[src/rtl/fp16_mul_pipe.sv]
// Three-stage pipelined fp16 multiplier (decode, multiply, normalize/pack).
// Inputs are flushed to zero, results are truncated, and every stage stalls together when the output is blocked.
module fp16_mul_pipe (
    input  logic        clk,
    input  logic        rst,
    input  logic [15:0] in_a,
    input  logic [15:0] in_b,
    input  logic        in_last,
    input  logic        in_valid,
    output logic        in_ready,
    output logic [15:0] out_result,
    output logic        out_last,
    output logic        out_overflow,
    output logic        out_underflow,
    output logic        out_nan,
    output logic        out_valid,
    input  logic        out_ready
);

    logic              stall_s;
    logic              a_nan_s, a_inf_s, a_zero_s;
    logic              b_nan_s, b_inf_s, b_zero_s;
    logic              cls_nan_s, cls_inf_s, cls_zero_s;
    logic signed [6:0] exp_sum_s;

    logic              s1_valid_r, s1_last_r, s1_sign_r, s1_nan_r, s1_inf_r, s1_zero_r;
    logic signed [6:0] s1_exp_r;
    logic [10:0]       s1_ma_r, s1_mb_r;

    logic              s2_valid_r, s2_last_r, s2_sign_r, s2_nan_r, s2_inf_r, s2_zero_r;
    logic signed [6:0] s2_exp_r;
    logic [11:0]       s2_prod_r;  // bits [21:10] of the mantissa product; lower bits are truncated away

    logic signed [6:0] exp_norm_s;
    logic [9:0]        frac_s;
    logic [15:0]       res_s;
    logic              ovf_s, unf_s, nan_s;

    assign stall_s  = out_valid && !out_ready;
    assign in_ready = !stall_s && !rst;

    // Classify operands and form the biased exponent sum.
    always_comb begin
        a_nan_s    = (in_a[14:10] == 5'd31) && (in_a[9:0] != 10'd0);
        a_inf_s    = (in_a[14:10] == 5'd31) && (in_a[9:0] == 10'd0);
        a_zero_s   = (in_a[14:10] == 5'd0);
        b_nan_s    = (in_b[14:10] == 5'd31) && (in_b[9:0] != 10'd0);
        b_inf_s    = (in_b[14:10] == 5'd31) && (in_b[9:0] == 10'd0);
        b_zero_s   = (in_b[14:10] == 5'd0);
        cls_nan_s  = a_nan_s || b_nan_s || (a_inf_s && b_zero_s) || (b_inf_s && a_zero_s);
        cls_inf_s  = a_inf_s || b_inf_s;
        cls_zero_s = a_zero_s || b_zero_s;
        exp_sum_s  = $signed({2'b00, in_a[14:10]} + {2'b00, in_b[14:10]} - 7'd15);
    end

    // Stage 1 register: decoded operands.
    always_ff @(posedge clk) begin
        if (rst) begin
            s1_valid_r <= 1'b0;
            s1_last_r  <= 1'b0;
            s1_sign_r  <= 1'b0;
            s1_nan_r   <= 1'b0;
            s1_inf_r   <= 1'b0;
            s1_zero_r  <= 1'b0;
            s1_exp_r   <= 7'sd0;
            s1_ma_r    <= 11'd0;
            s1_mb_r    <= 11'd0;
        end else if (!stall_s) begin
            s1_valid_r <= in_valid;
            s1_last_r  <= in_last;
            s1_sign_r  <= in_a[15] ^ in_b[15];
            s1_nan_r   <= cls_nan_s;
            s1_inf_r   <= cls_inf_s;
            s1_zero_r  <= cls_zero_s;
            s1_exp_r   <= exp_sum_s;
            s1_ma_r    <= {1'b1, in_a[9:0]};
            s1_mb_r    <= {1'b1, in_b[9:0]};
        end
    end

    // Stage 2 register: mantissa product with class, sign and exponent carried along.
    always_ff @(posedge clk) begin
        if (rst) begin
            s2_valid_r <= 1'b0;
            s2_last_r  <= 1'b0;
            s2_sign_r  <= 1'b0;
            s2_nan_r   <= 1'b0;
            s2_inf_r   <= 1'b0;
            s2_zero_r  <= 1'b0;
            s2_exp_r   <= 7'sd0;
            s2_prod_r  <= 12'd0;
        end else if (!stall_s) begin
            s2_valid_r <= s1_valid_r;
            s2_last_r  <= s1_last_r;
            s2_sign_r  <= s1_sign_r;
            s2_nan_r   <= s1_nan_r;
            s2_inf_r   <= s1_inf_r;
            s2_zero_r  <= s1_zero_r;
            s2_exp_r   <= s1_exp_r;
            s2_prod_r  <= 12'((22'(s1_ma_r) * 22'(s1_mb_r)) >> 10);
        end
    end

    // Normalize, then resolve special values and range in priority order.
    always_comb begin
        exp_norm_s = s2_exp_r;
        frac_s     = s2_prod_r[9:0];
        res_s      = 16'h0000;
        ovf_s      = 1'b0;
        unf_s      = 1'b0;
        nan_s      = 1'b0;
        if (s2_prod_r[11]) begin
            exp_norm_s = s2_exp_r + 7'sd1;
            frac_s     = s2_prod_r[10:1];
        end else begin
            exp_norm_s = s2_exp_r;
            frac_s     = s2_prod_r[9:0];
        end
        if (s2_nan_r) begin
            res_s = 16'h7E00;
            nan_s = 1'b1;
        end else if (s2_inf_r) begin
            res_s = {s2_sign_r, 15'h7C00};
        end else if (s2_zero_r) begin
            res_s = {s2_sign_r, 15'h0000};
        end else if (exp_norm_s >= 7'sd31) begin
            res_s = {s2_sign_r, 15'h7C00};
            ovf_s = 1'b1;
        end else if (exp_norm_s <= 7'sd0) begin
            res_s = {s2_sign_r, 15'h0000};
            unf_s = 1'b1;
        end else begin
            res_s = {s2_sign_r, exp_norm_s[4:0], frac_s};
        end
    end

    // Stage 3 register: the block outputs.
    always_ff @(posedge clk) begin
        if (rst) begin
            out_valid     <= 1'b0;
            out_last      <= 1'b0;
            out_result    <= 16'h0000;
            out_overflow  <= 1'b0;
            out_underflow <= 1'b0;
            out_nan       <= 1'b0;
        end else if (!stall_s) begin
            out_valid     <= s2_valid_r;
            out_last      <= s2_last_r;
            out_result    <= res_s;
            out_overflow  <= ovf_s;
            out_underflow <= unf_s;
            out_nan       <= nan_s;
        end
    end

endmodule

[config.mk]
export PLATFORM = sky130hd
export DESIGN_NAME = fp16_mul_pipe
export DESIGN_NICKNAME = d
export VERILOG_FILES = /design/src/rtl/fp16_mul_pipe.sv
export SDC_FILE = /design/constraint.sdc
export NUM_CORES = 1
export LEC_CHECK = 0
export ABC_CLOCK_PERIOD_IN_PS = 5550
export BUFFER_PORTS_ARGS = -buffer_cell sky130_fd_sc_hd__clkbuf_2
export CAP_MARGIN = 25
export CORE_MARGIN = 4
export CORE_UTILIZATION = 48
export CTS_CLUSTER_DIAMETER = 80
export CTS_CLUSTER_SIZE = 24
export DETAILED_ROUTE_END_ITERATION = 6
export GPL_TIMING_DRIVEN = 0
export PLACE_DENSITY_LB_ADDON = 0.1
export SYNTH_ARGS = -nofsm -noshare
export SYNTH_HDL_FRONTEND = slang
export SYNTH_SLANG_ARGS = --single-unit
[constraint.sdc]
create_clock -name clk -period 5.55 [get_ports clk]
set_clock_uncertainty 0.2 [all_clocks]
set_input_delay 1.11 -clock clk [delete_from_list [all_inputs] [get_ports clk]]
set_output_delay 1.11 -clock clk [all_outputs]
set_load 0.005 [all_outputs]
# Word-level counts from Yosys, hierarchy flattened
# Cells that the tools add are included.
word_totals:
  regBits: 81
  elab_cells: 71
op_classes:
  n_addsub: 3
  n_mul: 1
  n_lt_le_gt_ge: 2
  n_eq_ne: 2
  mux: 17
  n_bitwise: 1
  n_reduce_logical: 22
ops:
  columns: ["operator", "count"]
  rows:
  - ["2-to-1 mux 15 bit", 4]
  - ["multiplier 11 x 11 -> 22 bit", 1]
  - ["zero test 10 bit", 2]
  - ["nonzero test 10 bit", 2]
  - ["2-to-1 mux 16 bit", 1]
  - ["== test 5 bit, second input constant", 2]
  - ["zero test 5 bit", 2]
  - ["2-to-1 mux 1 bit", 10]
  - ["2-to-1 mux 10 bit", 1]
  - ["logical AND 1 bit", 8]
  - ["adder 7 x 2 -> 7 bit, second input constant", 1]
  - [">= comparator 7 x 6 -> 1 bit, second input constant", 1]
  - ["<= comparator 7 x 1 -> 1 bit, second input constant", 1]
  - ["2-to-1 mux 7 bit", 1]
  - ["subtractor 6 x 4 -> 7 bit, second input constant", 1]
  - ["adder 5 x 5 -> 6 bit", 1]
  - ["logical OR 1 bit", 5]
  - ["zero test 1 bit", 3]
  - ["bitwise XOR 1 bit", 1]

# Logic depth before layout (Yosys ltp)
# Gate-level depths: netlist of the first run.
logic_depth:
  ltp_word: 8
  depth_mapped: 20
  ltp_nobuf: 18

# Worst setup path after synthesis of the first run
# OpenSTA, ideal clock, no wires.
synth_path:
  path_type: "reg2reg"
  start: "register s1_mb_r[2]"
  end: "register s2_prod_r[10]"
  setup_time_ps: 127
  arrival_ps: 4820
  slack_ps: 403
  stages_incl_launch_ff: 17
  path_buffers: 1
  cell_sequence: "dfxtp_1 > clkbuf_1 > nand2_1 > fa_1 > fa_1 > fa_1 > inv_1 > fa_1 > inv_1 > fa_1 > inv_1 > ha_1 > a21o_1 > a21o_1 > a221oi_1 > nor4_1 > or3b_1"
synth_via:
  elab_chain_len: 1
synth_rtl:
  columns: ["element", "line", "source"]
  rows:
  - ["start: declaration", "28", "logic [10:0] s1_ma_r, s1_mb_r;"]
  - ["start signal: assignment", "77", "s1_mb_r <= {1'b1, in_b[9:0]};"]
  - ["multiplier 11 x 11 -> 22 bit", "100", "s2_prod_r <= 12'((22'(s1_ma_r) * 22'(s1_mb_r)) >> 10);"]
  - ["end signal: assignment", "100", null]
  - ["end: declaration", "32", "logic [11:0] s2_prod_r;"]
# No other way between the ends.
# A chain may end at the register's enable or synchronous reset.

# Final worst setup path of the first run
layout_path:
  start: "register s1_ma_r[4]"
  end: "register s2_prod_r[4]"
layout_via:
  elab_chain_len: 1
layout_rtl:
  columns: ["element", "line", "source"]
  rows:
  - ["start: declaration", "28", null]
  - ["start signal: assignment", "76", "s1_ma_r <= {1'b1, in_a[9:0]};"]
  - ["multiplier 11 x 11 -> 22 bit", "100", null]
# No other way between the ends.

==> results of run 1 <==
[cells by family (layout without fill, tap and decap cells)]
| group | count (synthesis) | count (layout) | synth area share, % |
|---|---|---|---|
| AND/OR/NAND/NOR | 323 | 323 | 20.96 |
| AO/OA/AOI/OAI | 150 | 150 | 12.35 |
| adder cells (fa/ha/maj) | 147 | 147 | 32.91 |
| buffers and inverters | 159 | 229 | 8.454 |
| multiplexers | 11 | 11 | 1.485 |
| XOR/XNOR | 19 | 19 | 2.244 |
| flip-flops | 80 | 80 | 21.60 |
[power by group]
group | internal (mW) | total, mW | switching [mW]
registers | 0.630 | 0.671 | 0.0404
clock network | 0.319 | 0.568 | 0.249
logic | 0.235 | 0.575 | 0.340
total | 1.18 | 1.81 | 0.629
[synthesized netlist by cell type, types with 8 or more instances]
cell type	number
nand3_1	13
nor4_1	8
a21oi_1	66
mux2i_1	11
inv_1	106
nand2_1	173
nor3_1	8
fa_1	80
nor2_1	22
xnor2_1	13
a21o_1	8
a211oi_1	8
o21ai_0	29
dfxtp_1	80
and2_1	69
ha_1	67
clkbuf_1	46
[cells in the final DEF, fill, tap and decap left out, types with 3 or more instances in the layout]
cell type  count
nand2_1      173
inv_1        106
fa_1          80
dfxtp_1       79
clkbuf_2      69
and2_1        69
ha_1          67
a21oi_1       66
o21ai_0       29
clkbuf_1      25
nor2_1        22
nand3_1       13
xnor2_1       13
mux2i_1       11
clkbuf_16      9
nor3_1         8
nor4_1         8
a21o_1         8
xor2_1         6
a211oi_1       6
buf_4          4
o22ai_1        4
and3_1         4
nand4_1        4
o21a_1         4
nand2b_1       3
and4_1         3
or4_1          3
[registers in the layout (all words and copies together), names as in the netlist, 7 cells and up]
name,flops
s2_prod_r,12
s2_exp_r,7
s1_exp_r,7
s1_mb_r,10
out_result,16
s1_ma_r,11
[metrics by stage]
step | instance area [µm²] | hold slack, ns | setup TNS, ns
floorplan | 7415 | 0.2312 | 0
global placement | 7935 | 0.2376 | -2.602
detailed placement | 7935 | 0.2423 | -2.677
CTS | 8257 | 0.2511 | 0
global route | 8295 | 0.2691 | -0.007056
finish | 8295 | 0.2463 | 0
[area by class of cell]
| class | count | area (µm²) |
|---|---|---|
| inverters | 106 | 397.9 |
| well taps | 188 | 235.2 |
| multi-input cells | 650 | 5239 |
| plain buffers | 49 | 246.5 |
| fillers | 1459 | 6850 |
| clock buffers | 11 | 242.7 |
| clock inverters | 5 | 38.79 |
| repair buffers | 58 | 292.8 |
| flip-flops and latches | 80 | 1603 |
[metal layers]
| layer | global-route usage (%) | up-vias |
|---|---|---|
| li1 | - | 3030 |
| met1 | 31.17 | 2808 |
| met2 | 33.24 | 114 |
| met3 | 3.130 | 16 |
| met4 | 4.157 | 0 |
| met5 | 0 | - |
[worst min-delay path, delay by kind of cell, from the launching register on]
family             cells  cell delay [ns]
AOI/OAI and AO/OA      1             0.05
DFF                    1             0.31
and+or+nand+nor        1             0.05
[what timing repair did]
item / in CTS / in global routing
gates resized for setup: 19 / 21
setup buffers: 0 / 1
gates cloned: 0 / 0
endpoints found under the setup margin: 10 / 10
pin swaps: 0 / 3
hold endpoints to repair: 0 / 0
[worst max-delay path by stage]
stage | from | endpoint | slack, ns | cells after the start
3_5_place_dp | s1_ma_r[4] | s2_prod_r[6] | -0.54 | 15
2_1_floorplan | s1_mb_r[2] | s2_prod_r[10] | 0.40 | 16
4_1_cts | s1_mb_r[2] | s2_prod_r[10] | 0.04 | 14
3_3_place_gp | s1_ma_r[4] | s2_prod_r[6] | -0.54 | 15
5_1_grt | s1_ma_r[7] | s2_prod_r[4] | -0.007 | 17
6_report | s1_ma_r[4] | s2_prod_r[4] | 0.24 | 16
==> impl_results.md, run 1 <==
* R2R cell count at 16
* Final setup viols at 0
* Tot GR Track Use at 21.12%
* EDFF count, synth at 0
* Crit path cell chain: clkbuf_2, nand2_1, fa_1, fa_1, inv_1, ha_1, fa_1, fa_1, ha_1, a211oi_2, o211ai_1, buf_4, a31o_2, o32ai_4, xor2_1, a211oi_1
* DP Cell Count at 1134
* Initial antenna violation count at 0
* Worst setup path class: reg -> reg
* Delay-heaviest family, CP: adder cells
* Post-layout min period at 5.312 ns
* Finished Layout Cells at 1147
* I/O pin count at 59
* Status: finished clean
* Placer congestion estimate at 0.8781
* Layout Nets at 1138
* Hold path endpoint: s2_prod_r[0]
* Mapped Avg Cell Area at 8.340 µm²
* Met2 Routed Length at 7760 µm
* DR top layer: met4
* CP Launch Type: register
* Mapped Area at 0.007415 mm²
* Ys async rst share at 0%
* Hold Buf Count CTS at 0
* Initial drt markers at 306
* Pre-CTS setup slack at -0.5384 ns
* Critical path fanouts, max at 10
* F_max at 188.2 MHz
* Register area share after synthesis at 21.60%
* CTS tree: yes
* Worst r2r src: s1_ma_r[4]
* First-pass GRT wire length at 30340 µm
* Post-route DRC at 0
* Synth cell types at 60
* Met3 wire len at 711 µm
* Period Utilization, post-route at 95.72%
* Final Hold Viols at 0
* Final worst slack at 0.2377 ns
* Largest net degree at the start of global routing at 15
* CP max stage delay at 0.52 ns
* Crit path DAT at 5.31 ns
* Clk slew on worst S/H paths at 0.06 ns
* Rows at 45
* CP required at 5.55 ns
* Via count at 5968
* Drt wl/cell at 15.52 µm
* Metal-1 WL at 9148 µm
* Final Slew Violations at 0
* Hold_sp: s2_prod_r[0]
* CTS root buffer: clkbuf_16
* GRT Residual Overflow at 0
* Top_reg_cell synth: dfxtp_1
* Die Span X at 132.3 µm
* Buffers and inverters on the worst path at 3
* Slowest cell on crit path: fa_1
* Yosys reg bits at 80
* Max_slew headroom at 58.82%
* Vias in the first global route at 5958
* Final wirelength at 17800 µm
* Tot Pwr at 1.813 mW
* CTS Buf Count at 9
* Worst Hold Path Cells at 2
* Port Buffers at 57
* ANT nets after route at 0
* Synth area leader: dfxtp_1
* Number of max-cap violations at 0
* Layout area overhead at 11.88%
* Power per cell area at 218.6 mW/mm²
* Synth Instances at 889
* Antenna diode count at 0
* Synth top area share at 21.60%
* Fraction of layout instances using a drive strength above 1 at 11.57%
* Min-delay worst type: reg -> reg
* Worst Max-Slew Pin Slew at 0.6176 ns
* R2R Setup Slk at 0.24 ns
* Die Height at 132.3 µm
* Syn Nets at 1073
* Final HPWL DP at 14360 µm
* Crit end category: register
* Die footprint at 0.01750 mm²
* VDD IR-drop max at 0.1456 mV
* P_leak at 3.962 nW
* # clock sinks at 80
* Clk Latency, worst-skew pair at 0.34 ns
* R2r endpoint: s2_prod_r[4]
* Util after Layout at 54.77%
* Initial Util at 48.95%
* Core area at 0.01515 mm²
* Htree depth at 3
* Yosys warning count at 0
* Max Buffers Root-to-Sink at 2
* DRT Pass-1 Iters at 7
* Vias per inst at 5.203
* Crit-path most repeated cell: fa_1
* Main area contributors after synthesis: dfxtp_1, fa_1, ha_1
Power figures use the tool's default switching activity.
==> run 2, diff against run 1 <==
--- a/config.mk
+++ b/config.mk
@@ -10,6 +10,7 @@
 export CAP_MARGIN = 25
 export CORE_MARGIN = 4
 export CORE_UTILIZATION = 48
+export CTS_BUF_LIST = sky130_fd_sc_hd__clkbuf_16
 export CTS_CLUSTER_DIAMETER = 80
 export CTS_CLUSTER_SIZE = 24
 export DETAILED_ROUTE_END_ITERATION = 6
==> run 2 against run 1 <==
Net effect: via count rose by 0.28%; utilization fell by 0.099 points; wire length did not move; combinational power barely moved; highest routed layer unchanged; cell count barely moved; cell area fell by 0.18%; first-iteration DRC count rose by 3.9%; largest power group unchanged; non-clock buffer count rose by 1.
==> impl_results.md, run 2 (synthesis gave the netlist of run 1 again) <==
* Die footprint at 0.01750 mm² (unchanged)
* Hold Buf Count CTS at 0 (unchanged)
* Tot GR Track Use at 21.11% (about the same)
* Clk slew on worst S/H paths at 0.06 ns (about the same)
* CTS Buf Count at 9 (unchanged)
* GR Layer Usage met2 at 33.41% (+0.17 points)
* Worst setup path class: reg -> reg
* Core area at 0.01515 mm² (unchanged)
* Fraction of layout instances using a drive strength above 1 at 11.56% (-0.012 points)
* Worst Hold Path Cells at 2 (unchanged)
* Final wirelength at 17800 µm (unchanged)
* Util after Layout at 54.67% (-0.099 points)
* Max_slew headroom at 59.01% (+0.19 points)
* CP Launch Type: register
* Drt wl/cell at 15.50 µm (about the same)
* Via count at 5985 (+0.28%)
* Biggest regs: out_result (16), s2_prod_r (12), s1_ma_r (11)
* Largest net degree at the start of global routing at 15 (unchanged)
* Worst hold margin at 0.2464 ns (+0.00003500 ns)
* # clock sinks at 80 (unchanged)
* Hold_sp: s2_prod_r[0]
* Final Slew Violations at 0 (unchanged)
* CP required at 5.54 ns (about the same)
* # fillers at 1467 (+0.55%)
* VDD IR-drop max at 0.1430 mV (-1.8%)
* P_leak at 3.958 nW (about the same)
* I/O pin count at 59 (unchanged)
* Vias in the first global route at 5949 (-0.15%)
* CTS tree: yes
* Crit end category: register
* DRT Pass-1 Iters at 4 (-3)
* Status: finished clean
* Post-layout min period at 5.370 ns (+0.05790 ns)
* Multi-input logic area at 0.005230 mm² (-0.17%)
* First-pass GRT wire length at 30320 µm (about the same)
* Placed cell areas at 0.007935 mm² (unchanged)
* Die Span X at 132.3 µm (unchanged)
* Final Hold Viols at 0 (unchanged)
* Period Utilization, post-route at 96.76% (+1.0 points)
* Die Height at 132.3 µm (unchanged)
* Initial drt markers at 318 (+3.9%)
* Vias per inst at 5.213 (+0.20%)
* Hold path endpoint: s2_prod_r[0]
* Worst Max-Slew Pin Slew at 0.6148 ns (-0.002860 ns)
* Commonest non-fill, non-tap cells in the layout: nand2_1, inv_1, fa_1
* Rows at 45 (unchanged)
* Max reg flops at 16 (unchanged)
* Storage cell area at 0.001603 mm² (unchanged)
* Post-route DRC at 0 (unchanged)
* Port Buffers at 57 (unchanged)
* Final HPWL DP at 14360 µm (unchanged)
* Final setup viols at 0 (unchanged)
* Crit path DAT at 5.37 ns (+0.06 ns)
* Placer congestion estimate at 0.8781 (unchanged)
* Met1 Use GR at 31.17% (unchanged)
* R2r endpoint: s2_prod_r[4]
* Min-delay worst type: reg -> reg
* Initial antenna violation count at 0 (unchanged)
* Number of max-cap violations at 0 (unchanged)
* Max Buffers Root-to-Sink at 2 (unchanged)
* Initial Util at 48.95% (unchanged)
* R2R cell count at 16 (unchanged)
* F_max at 186.2 MHz (-1.1%)
* CTS root buffer: clkbuf_16
* Largest register by flop count: out_result
* Cell area after layout at 0.008280 mm² (-0.18%)
* Worst r2r src: s1_ma_r[4]
* Commonest non-fill, non-tap cell in the layout: nand2_1
* Critical path fanouts, max at 10 (unchanged)
* RSZ-0062 raised after global routing: true
* GRT Max-Usage Layer: met2
* Clk Latency, worst-skew pair at 0.34 ns (about the same)
* Global Route met3 Usage at 3.053% (-0.076 points)
* ANT nets after route at 0 (unchanged)
* R2R Setup Slk at 0.18 ns (-0.06 ns)
* Htree depth at 3 (unchanged)
* Antenna diode count at 0 (unchanged)
* Power per cell area at 216.6 mW/mm² (-0.91%)
* Layout area overhead at 11.68%
* Tot Pwr at 1.794 mW (-1.1%)
* GRT Residual Overflow at 0 (unchanged)
* Layout Nets at 1139 (+0.088%)
-- run 2: cell types whose count changed in the layout (fill, tap and decap cells not counted) --
cell	delta
clkbuf_8	-1
inv_1	+1
clkinv_1	+1
o32ai_2	+1
ha_2	+1
ha_1	-1
clkbuf_4	+1
o32ai_4	-1
buf_4	-1
-- run 2: layer usage --
metal	routed length, µm	part of all wire [%]
met1	9287	52
met2	7843	44
met3	552	3.1
met4	115	0.65
met5	0	0
-- run 2: cell type report --
class                      instances  share of cell area (%)
inverter                         106                   4.805
buffer                            50                   3.022
tap                              188                   2.841
clock buffer                       9                   2.720
timing repair buffer              58                   3.536
clock inverter                     7                  0.5591
multi-input combinational        650                   63.16
sequential                        80                   19.36
-- run 2: worst max-delay path, stage by stage, from the launching register on --
cell	delay, ns
dfxtp_1	0.36
clkbuf_2	0.27
nand2_1	0.11
fa_1	0.51
fa_1	0.52
inv_1	0.04
ha_1	0.31
fa_1	0.51
fa_1	0.49
ha_1	0.36
a211oi_2	0.31
o211ai_1	0.14
buf_4	0.18
a31o_2	0.26
o32ai_2	0.32
xor2_1	0.24
a211oi_1	0.10
-- run 2: where the power goes --
part	total, mW	switching (mW)	internal, mW
clock network	0.549	0.246	0.303
logic	0.574	0.338	0.235
registers	0.671	0.0405	0.630
-- run 2: worst max path at each step --
stage,startpoint,end,slack (ns),cells past startpoint
floorplan,s1_mb_r[2],s2_prod_r[10],0.40,16
global placement,s1_ma_r[4],s2_prod_r[6],-0.54,15
detailed placement,s1_ma_r[4],s2_prod_r[6],-0.54,15
CTS,s1_mb_r[2],s2_prod_r[10],0.04,14
global route,s1_ma_r[7],s2_prod_r[4],-0.07,17
finish,s1_ma_r[4],s2_prod_r[4],0.18,16
-- run 2: stage by stage --
step           setup TNS [ns]  cells  setup slack (ns)
2_1_floorplan               0    889            0.4026
3_3_place_gp           -2.602   1134           -0.5450
3_5_place_dp           -2.677   1134           -0.5384
4_1_cts                     0   1150           0.04032
5_1_grt              -0.07048   1148          -0.07048
6_report                    0   1148            0.1798
-- run 2: what timing repair did --
| item | CTS | global route |
|---|---|---|
| endpoints found under the setup margin | 10 | 10 |
| setup buffers | 0 | 1 |
| pin swaps | 0 | 2 |
| gates resized for setup | 19 | 20 |
| hold endpoints to repair | 0 | 0 |
==> run 3, diff against run 2 <==
--- a/config.mk
+++ b/config.mk
@@ -14,8 +14,8 @@
 export CTS_CLUSTER_DIAMETER = 80
 export CTS_CLUSTER_SIZE = 24
 export DETAILED_ROUTE_END_ITERATION = 6
-export GPL_TIMING_DRIVEN = 0
 export PLACE_DENSITY_LB_ADDON = 0.1
+export RECOVER_POWER = 25
 export SYNTH_ARGS = -nofsm -noshare
 export SYNTH_HDL_FRONTEND = slang
 export SYNTH_SLANG_ARGS = --single-unit
==> run 3 against run 2 <==
Net effect: the flow now finishes with violations (max-capacitance violations, max-slew violations); register-to-register slack improved by 0.07 ns; wire length shrank 1.2%; via count barely moved; sequential power grew 3.1%; sequential cell count stayed put; worst hold slack improved by 0.0019 ns; fmax rose by 1.2%; clock-buffer cell count is the same; worst setup slack improved by 0.066 ns; power is 2.6% higher; critical path type unchanged.
==> impl_results.md, run 3 (synthesis gave the netlist of run 1 again) <==
* CTS root buffer: clkbuf_16
* Vias per inst at 5.360 (+2.8%)
* Final worst slack at 0.2456 ns (+0.06583 ns)
* Biggest regs: out_result (16), s2_prod_r (12), s1_ma_r (11)
* Port Buffers at 58 (+1.8%)
* Period Utilization, post-route at 95.57% (-1.2 points)
* First-pass GRT wire length at 29840 µm (-1.6%)
* Initial antenna violation count at 0 (unchanged)
* Post-route DRC at 0 (unchanged)
* Worst Max-Slew Pin Slew at 2.298 ns (+1.684 ns)
* Hold Buf Count CTS at 0 (unchanged)
* Sequential group share of total power at 37.6% (+0.2 points)
* Clk Latency, worst-skew pair at 0.34 ns (about the same)
* Clk slew on worst S/H paths at 0.06 ns (about the same)
* Vias in the first global route at 5995 (+0.77%)
* Placer congestion estimate at 0.8876 (+1.1%)
* Post-CTS sizing at 0 (-19)
* Buffers and inverters on the worst path at 5 (+2)
* Util after Layout at 53.77% (-0.90 points)
* Crit end category: register
* Layout Nets at 1107 (-2.8%)
* Power per cell area at 225.9 mW/mm² (+4.3%)
* Worst setup path class: reg -> reg
* Sw Pwr at 0.6265 mW (+0.24%)
* Critical path fanouts, max at 10 (unchanged)
* ANT nets after route at 0 (unchanged)
* Largest register by flop count: out_result
* Post CTS Setup Buffer Count at 0 (unchanged)
* Min-delay worst type: reg -> reg
* Max reg flops at 16 (unchanged)
* Pre-CTS setup slack at 0.2733 ns (+0.8117 ns)
* Die Span X at 132.3 µm (unchanged)
* Drt wl/cell at 15.75 µm (+1.6%)
* Largest net degree at the start of global routing at 67 (+52)
* Antenna diode count at 0 (unchanged)
* Crit path cell chain: buf_4, and2_1, fa_1, inv_1, fa_1, inv_1, fa_1, inv_1, fa_1, inv_1, ha_1, ha_1, and3_1, nand2_1, nor2_1, nand3_1, o2111ai_1, or3b_1
* Failing checks: max-capacitance violations, max-slew violations
* DRT Pass-1 Iters at 5 (+1)
* Final HPWL DP at 13960 µm (-2.7%)
* Commonest non-fill, non-tap cell in the layout: nand2_1
* Tot GR Track Use at 20.72% (-0.39 points)
* Combinational power share at 30.2% (-1.8 points)
* Final wirelength at 17580 µm (-1.2%)
* CTS tree: yes
* Fraction of layout instances using a drive strength above 1 at 10.67% (-0.89 points)
* Via count at 5982 (-0.050%)
* Delay-heaviest family, CP: adder cells
* Final Slew Violations at 52 (+52)
* Final Hold Viols at 0 (unchanged)
* RSZ-0062 raised after global routing: false
* Initial Util at 48.95% (unchanged)
* Net Sw Frac at 34.05% (-0.80 points)
* Clock power share at 32.2% (+1.6 points)
* P_leak at 3.874 nW (-2.1%)
* Setup TNS at 0 ns (unchanged)
* CP Launch Type: register
* Rows at 45 (unchanged)
* Htree depth at 3 (unchanged)
* Max Buffers Root-to-Sink at 2 (unchanged)
* CP required at 5.57 ns (+0.03 ns)
* Crit path DAT at 5.33 ns (-0.04 ns)
* Initial drt markers at 341 (+7.2%)
* GRT Residual Overflow at 0 (unchanged)
* # clock sinks at 80 (unchanged)
* F_max at 188.5 MHz (+1.2%)
* Core area at 0.01515 mm² (unchanged)
* Commonest non-fill, non-tap cells in the layout: nand2_1, inv_1, fa_1
* Post-layout min period at 5.304 ns (-0.06583 ns)
* CTS Buf Count at 9 (unchanged)
* VDD IR-drop max at 0.1679 mV (+17%)
* Layout area overhead at 9.838%
* Die footprint at 0.01750 mm² (unchanged)
* Final setup viols at 0 (unchanged)
* Number of max-cap violations at 1 (+1)
* DP Cell Count at 1100 (-3.0%)
* Max_slew headroom at -53.23% (-110 points)
* Internal at 1.214 mW (+3.9%)
* Status: finished, violations left
* Worst hold margin at 0.2483 ns (+0.001917 ns)
* Finished Layout Cells at 1116 (-2.8%)
* I/O pin count at 59 (unchanged)
* CP max stage delay at 0.49 ns (-0.03 ns)
* Die Height at 132.3 µm (unchanged)
* Slowest cell on crit path: fa_1
[run 3: worst paths after layout]
path                                       to   startpoint  slack, ns  cells past startpoint
worst max-delay path            s2_prod_r[10]  s1_ma_r[10]       0.25                     18
worst min-delay path               s1_valid_r   s1_valid_r       0.25                      2
worst max register to register  s2_prod_r[10]  s1_ma_r[10]       0.25                     18
worst min register to register     s1_valid_r   s1_valid_r       0.25                      2
[run 3: final cells by class]
class / instances / area [µm²]
well taps: 188 / 235.2
inverters: 106 / 397.9
clock inverters: 7 / 70.07
clock buffers: 9 / 225.2
fillers: 1466 / 7002
multi-input cells: 650 / 5196
repair buffers: 76 / 414.1
flip-flops and latches: 80 / 1605
[run 3: per-stage QoR]
| stage | cell area (µm²) | power [mW] |
|---|---|---|
| finish | 8144 | 1.840 |
| global route | 8144 | 1.974 |
| CTS | 8152 | 1.865 |
| detailed placement | 7856 | 1.259 |
| global placement | 7856 | 1.247 |
| floorplan | 7415 | 1.085 |
[run 3: worst reg2reg max path, cell delays in order, from the launching register on]
cell and delay, ns:
dfxtp_1 0.43, buf_4 0.23, and2_1 0.16, fa_1 0.48, inv_1 0.05, fa_1 0.49, inv_1 0.06, fa_1 0.49
inv_1 0.05, fa_1 0.47, inv_1 0.04, ha_1 0.27, ha_1 0.42, and3_1 0.25, nand2_1 0.16, nor2_1 0.25
nand3_1 0.13, o2111ai_1 0.18, or3b_1 0.36
[run 3: power by group through the flow]
| stage | sequential, mW | clock (mW) | combinational (mW) |
|---|---|---|---|
| 3_5_place_dp | 0.704 | 0 | 0.555 |
| 3_3_place_gp | 0.701 | 0 | 0.546 |
| 5_1_grt | 0.699 | 0.632 | 0.643 |
| 2_1_floorplan | 0.671 | 0 | 0.413 |
| 6_report | 0.692 | 0.593 | 0.555 |
| 4_1_cts | 0.691 | 0.611 | 0.563 |
[run 3: routing by layer]
layer	GRT usage (%)	wire length, µm	vias up
met5	0	0	-
met1	29.24	8484	2854
met2	32.41	7871	139
li1	-	-	2968
met4	5.831	363	0
met3	4.313	858	21
